<file path="config.mk">
export PLATFORM = sky130hd
export DESIGN_NAME = capture_sequencer
export DESIGN_NICKNAME = d
export VERILOG_FILES = /design/src/rtl/capture_sequencer.sv
export SDC_FILE = /design/constraint.sdc
export NUM_CORES = 1
export LEC_CHECK = 0
export BUFFER_PORTS_ARGS = -buffer_cell sky130_fd_sc_hd__buf_2
export CAP_MARGIN = 15
export CELL_PAD_IN_SITES_DETAIL_PLACEMENT = 1
export CELL_PAD_IN_SITES_GLOBAL_PLACEMENT = 1
export CORE_ASPECT_RATIO = 1.1
export CORE_MARGIN = 4
export CORE_UTILIZATION = 44
export DETAILED_ROUTE_END_ITERATION = 7
export GPL_TIMING_DRIVEN = 0
export PLACE_DENSITY = 0.92
export SLEW_MARGIN = 20
export SYNTH_ARGS = -nofsm -noshare
export SYNTH_HDL_FRONTEND = slang
export SYNTH_SLANG_ARGS = --single-unit
</file>
<file path="constraint.sdc">
create_clock -name clk -period 6.1 [get_ports clk]
set_input_delay 0 -clock clk [delete_from_list [all_inputs] [get_ports clk]]
set_output_delay 0 -clock clk [all_outputs]
set_load 0.02 [all_outputs]
</file>
<file path="src/rtl/capture_sequencer.sv">
// rtl/capture_sequencer.sv - logic-analyzer acquisition sequencer feeding the sample RAM write port
//
// Purpose:
//   Arms an acquisition, paces sampling with a clock prescaler, and writes samples into the
//   sample RAM as a ring. It hands over to post-trigger capture when i_run rises, and it stops
//   after a programmed post-trigger depth or when i_run falls.
//
// Optional feature macro: CAPTURE_PRETRIG_EN
//   defined     - ARMED ring-writes pre-trigger samples.
//   not defined - ARMED does no writes. Capture starts at address 0 and o_wrapped stays 0.
//
// Ports:
//   clk             system clock, rising edge
//   internal_reset  synchronous active-high reset
//   i_cfg_div       sample period - 1 (0 = every clk), latched on arm
//   i_cfg_depth     post-trigger sample count (0 = 2**ADDR_W), latched on arm
//   i_arm           start acquisition from IDLE/DONE
//   i_abort         cancel acquisition, return to IDLE
//   i_run           run level from channel_trigger
//   i_data          live channel data
//   o_mem_we        RAM write enable
//   o_mem_addr      RAM write address
//   o_mem_wdata     RAM write data
//   o_trig_addr     RAM address of first post-trigger sample
//   o_wrapped       pre-trigger ring wrapped at least once
//   o_busy          state is ARMED or CAPTURE
//   o_done          state is DONE
//   o_state         IDLE=0 ARMED=1 CAPTURE=2 DONE=3
module capture_sequencer #(
  parameter int WIDTH  = 8,
  parameter int ADDR_W = 10,
  parameter int DIV_W  = 16
) (
  input  logic              clk,
  input  logic              internal_reset,
  input  logic [DIV_W-1:0]  i_cfg_div,
  input  logic [ADDR_W-1:0] i_cfg_depth,
  input  logic              i_arm,
  input  logic              i_abort,
  input  logic              i_run,
  input  logic [WIDTH-1:0]  i_data,
  output logic              o_mem_we,
  output logic [ADDR_W-1:0] o_mem_addr,
  output logic [WIDTH-1:0]  o_mem_wdata,
  output logic [ADDR_W-1:0] o_trig_addr,
  output logic              o_wrapped,
  output logic              o_busy,
  output logic              o_done,
  output logic [1:0]        o_state
);

  typedef enum logic [1:0] {
    S_IDLE    = 2'd0,
    S_ARMED   = 2'd1,
    S_CAPTURE = 2'd2,
    S_DONE    = 2'd3
  } state_t;

  state_t            state;
  logic [DIV_W-1:0]  div_l;
  logic [DIV_W-1:0]  presc_cnt;
  logic [ADDR_W-1:0] depth_l;
  logic [ADDR_W-1:0] wr_addr;
  // The post counter is one bit wider so that a full-ring depth (depth_l == 0) is reachable.
  logic [ADDR_W:0]   post_cnt;
  logic [ADDR_W:0]   post_target;
  logic [ADDR_W:0]   post_next;
  logic              run_state;
  logic              tick;
  logic              depth_hit;

`ifdef CAPTURE_PRETRIG_EN
  assign run_state = (state == S_ARMED) || (state == S_CAPTURE);
`else
  assign run_state = (state == S_CAPTURE);
`endif

  assign tick        = run_state && (presc_cnt == div_l);
  assign post_target = (depth_l == '0) ? {1'b1, {ADDR_W{1'b0}}} : {1'b0, depth_l};
  assign post_next   = post_cnt + (ADDR_W+1)'(tick);
  assign depth_hit   = tick && (post_next == post_target);

  assign o_busy  = (state == S_ARMED) || (state == S_CAPTURE);
  assign o_done  = (state == S_DONE);
  assign o_state = state;

  always_ff @(posedge clk) begin
    if (internal_reset) begin
      state       <= S_IDLE;
      div_l       <= '0;
      depth_l     <= '0;
      presc_cnt   <= '0;
      wr_addr     <= '0;
      post_cnt    <= '0;
      o_mem_we    <= 1'b0;
      o_mem_addr  <= '0;
      o_mem_wdata <= '0;
      o_trig_addr <= '0;
      o_wrapped   <= 1'b0;
    end else if (i_abort) begin
      // Abort wins over arm and run; the trigger address and wrap flag are kept for readout.
      state    <= S_IDLE;
      o_mem_we <= 1'b0;
    end else begin
      o_mem_we <= tick;
      if (tick) begin
        o_mem_addr  <= wr_addr;
        o_mem_wdata <= i_data;
        wr_addr     <= wr_addr + ADDR_W'(1);
      end
      if (run_state) begin
        presc_cnt <= tick ? '0 : presc_cnt + DIV_W'(1);
      end

      case (state)
        S_IDLE, S_DONE: begin
          if (i_arm) begin
            state     <= S_ARMED;
            div_l     <= i_cfg_div;
            depth_l   <= i_cfg_depth;
            presc_cnt <= '0;
            wr_addr   <= '0;
            post_cnt  <= '0;
            o_wrapped <= 1'b0;
          end
        end
        S_ARMED: begin
`ifdef CAPTURE_PRETRIG_EN
          if (tick && (wr_addr == '1)) begin
            o_wrapped <= 1'b1;
          end
          if (i_run) begin
            // A tick in the trigger cycle is already the first post-trigger sample.
            o_trig_addr <= wr_addr;
            post_cnt    <= post_next;
            state       <= depth_hit ? S_DONE : S_CAPTURE;
          end
`else
          if (i_run) begin
            o_trig_addr <= '0;
            wr_addr     <= '0;
            presc_cnt   <= '0;
            post_cnt    <= '0;
            state       <= S_CAPTURE;
          end
`endif
        end
        S_CAPTURE: begin
          post_cnt <= post_next;
          if (depth_hit || !i_run) begin
            state <= S_DONE;
          end
        end
        default: state <= S_IDLE;
      endcase
    end
  end

endmodule

</file>
==> results_dict.tcl <==
set metrics [dict create \
    outcome "complete, no violations" \
    yosysUniqueCellTypes 53 \
    ys_top_cells_by_area "dfxtp_1, nand2_1, a21oi_1" \
    die_area_mm2 0.0111 \
    critPathKind "reg -> reg" \
    synth_compound_area_frac 0.130 \
    grt_start_max_net_pins 16 \
    synth_area_mm2 0.00418 \
    synthSimpleGateAreaFrac 0.272 \
    synth_top_area_frac 0.403 \
    hold_viol_final 0 \
    rsz0062_at_grt "false" \
    fin_skew_ps 20.7 \
    yosysSeqAreaShare 0.403 \
    drt_wl_total_mm 14.8 \
    layout.nets 689 \
    hold_path_end "presc_cnt[12]$_SDFFE_PP0N_" \
    clk_latency_ps 390 \
    synth_edf_count 0 \
    core_mm2 0.00931 \
    ys_ff_latch 84 \
    crit_path_start "presc_cnt[9]$_SDFFE_PP0N_" \
    hold_slack_ps 125 \
    synth_adder_area_share 0.0300 \
    cp-end-kind "flip-flop" \
    power_density_mw_per_mm2 227 \
    fin_crit_ps 4170 \
    htree_levels 3 \
    synthArstFlopShare 0 \
    setup_viol_count_final 0 \
    whs_path_depth 4 \
    min_from "i_abort" \
    grt_usage 0.274 \
    synth_mux_area_frac 0.00539 \
    die_width_um 101 \
    drc 0 \
    antenna_found_initial 0 \
    area_growth_pct 25.4 \
    fin_crit_sh 0.683 \
    first_pass_iters 4 \
    synth_xor_area_frac 0.0986 \
    start_util 0.449 \
    first_global_vias 4666 \
    slew_headroom 0.326 \
    cts.path.max_buffers 2 \
    row_count 37 \
    tightest_slew_ps 1000 \
    grt_pass1_wl_mm 23.7 \
    max_stage_delay_ps 670 \
    ir_drop_v 0.000147 \
    r2r_cells 12 \
    fmax_ghz 0.240 \
    cap_violations 0 \
    postSynthCellCount 524 \
    synth_top_family_by_area "simple AND/OR/NAND/NOR gates" \
    yosys_warnings 0 \
    r2r_end "o_state[0]$_SDFFE_PP0P_" \
    post_drt_wl_per_cell_um 19.4 \
    crit_path_start_kind "flip-flop" \
    drtIter0Drc 239 \
    path_cells "xor2_1 -> nor4_2 -> nand2_2 -> nor4_4 -> ha_1 -> nand3_1 -> or2_1 -> a2111oi_0 -> nand4_1 -> o41ai_4 -> nand2b_1 -> o2bb2ai_1" \
    cpMaxStageDelayCell "nor4_4" \
    finalWeightedCongestion 0.880 \
    viasPerCell 5.56 \
    cts_buffers 9 \
    synth_largest_area_cell "dfxtp_1" \
    detailed_place_hpwl_mm 9.08 \
    cts_num_sinks 84 \
    antenna_left 0 \
    root_buffer "clkbuf_8" \
    worstReg2RegStart "presc_cnt[9]$_SDFFE_PP0N_" \
    cp_data_required_time_ps 6410 \
    synth_flop_cell "dfxtp_1" \
    cts_tree "yes" \
    ctsResizeCount 0 \
    tns_ps 0 \
    reg2reg_slack_ps 1930 \
    ios 73 \
    drive_gt1_frac 0.171 \
    clk_pin_slew_ps 100 \
    leakagePower_nw 2.12 \
    vias 4243 \
    worstPathArrival_ps 4480 \
    dieHeight_um 110 \
    cp_max_fo 10 \
    port_buffers 60 \
    avgSynthCellArea_um2 7.97 \
    hold_path_class "in -> reg" \
    gr-total-overflow 0 \
    drv_slew 0 \
]
==> final cells by class <==
cell class              instances  area (um^2)
plain buffers                  37          209
repair buffers                 95          651
fillers                      1151         4070
inverters                      12         45.0
multi-input cells             401         2280
diodes                          1         2.50
flip-flops and latches         84         1680
clock buffers                   9          124
clock inverters                 7         98.8
well taps                     117          146
==> cells in the final DEF (no fill, tap or decap), drive strengths merged, types with 2 or more instances in the layout <==
master         n
or2            5
ha            10
o21ai          9
nor2          40
a21oi         65
inv           13
clkinv         3
o2bb2ai        2
xnor2         21
a21o           2
clkbuf        31
and3           9
bufinv         2
buf           75
dfxtp         84
xor2          26
nand2        123
nand3         15
nor4           6
conb          11
a31oi          3
o41ai          2
and4           2
nand2b         3
or4            4
dlygate4sd3   35
nor3          11
nand4         13
and2           5
a2111oi        2
==> per-stage QoR <==
step | setup slack [ps] | total power, mW | instance area, um^2 | utilization | cells
final | 1930 | 1.19 | 5240 | 0.563 | 763
after global routing | 1580 | 1.22 | 5230 | 0.562 | 762
after CTS | 2030 | 1.17 | 5230 | 0.562 | 762
after detailed placement | 2060 | 0.705 | 4660 | 0.501 | 711
after global placement | 2240 | 0.699 | 4660 | 0.501 | 711
after floorplan | 2860 | 0.665 | 4210 | - | 534
==> synth_stat cells, types with 2 or more instances <==
| cell type | instances |
|---|---|
| nand2_1 | 121 |
| buf_6 | 2 |
| dfxtp_1 | 84 |
| xor2_1 | 26 |
| nand2_2 | 2 |
| nor4_1 | 3 |
| and2_1 | 4 |
| and3_1 | 9 |
| nor2_1 | 40 |
| nor4_2 | 2 |
| nand4_1 | 13 |
| a21o_1 | 2 |
| nand3_1 | 15 |
| nor3_1 | 11 |
| inv_1 | 11 |
| a2111oi_0 | 2 |
| a31oi_1 | 3 |
| or2_2 | 4 |
| clkbuf_1 | 20 |
| xnor2_1 | 21 |
| o2bb2ai_1 | 2 |
| buf_4 | 11 |
| nand2b_1 | 3 |
| o21ai_0 | 8 |
| buf_2 | 2 |
| a21oi_1 | 64 |
| ha_1 | 10 |
| and4_1 | 2 |
| or4_4 | 3 |
==> registers in the layout, indices dropped and copies added (netlist names) <==
signal	flops
depth_l	10
div_l	16
o_mem_addr	10
o_mem_wdata	8
o_mem_we	1
o_state	2
post_cnt	11
presc_cnt	16
wr_addr	10
==> layer usage <==
| metal | GRT usage | share of wire |
|---|---|---|
| met3 | 0.0415 | 0.032 |
| met1 | 0.296 | 0.40 |
| met5 | 0 | 0 |
| met4 | 0.144 | 0.031 |
| met2 | 0.513 | 0.54 |
==> critical path, delay by kind of cell, from the launching register on <==
kind,cells,cell delay (ps)
DFF,1,490
xor gates and xnor gates,1,120
AOI/OAI and AO/OA,3,1020
and+or+nand+nor,7,2100
adders and majority gates,1,340
==> where the power goes <==
group          internal [mW]  switching (mW)  total (mW)
clock network          0.234           0.237       0.471
registers              0.558         0.00995       0.568
logic                 0.0627          0.0869       0.150
==> worst max-delay path by stage <==
stage	endpoint	slack (ps)	cells after the start
after floorplan	o_state[0]$_SDFFE_PP0P_	2860	13
after global placement	o_state[1]$_SDFFE_PP0P_	2240	12
after detailed placement	o_state[0]$_SDFFE_PP0P_	2060	12
after CTS	o_state[0]$_SDFFE_PP0P_	2030	12
after global routing	o_state[0]$_SDFFE_PP0P_	1580	12
final	o_state[0]$_SDFFE_PP0P_	1930	12
==> cells by family (layout without fill, tap and decap cells) <==
logic type | count (synthesis) | in the layout
AO/OA/AOI/OAI | 92 | 92
XOR/XNOR | 47 | 47
adder cells (fa/ha/maj) | 10 | 10
buffers and inverters | 49 | 160
flip-flops | 84 | 84
multiplexers | 1 | 1
other | 1 | 12
AND/OR/NAND/NOR | 240 | 240
==> timing repair <==
action                    4_1_cts  5_1_grt
hold buffers                   35        0
setup buffers                   0        0
hold endpoints to repair       35        0
Note: power is estimated with default switching activity, not from simulation.
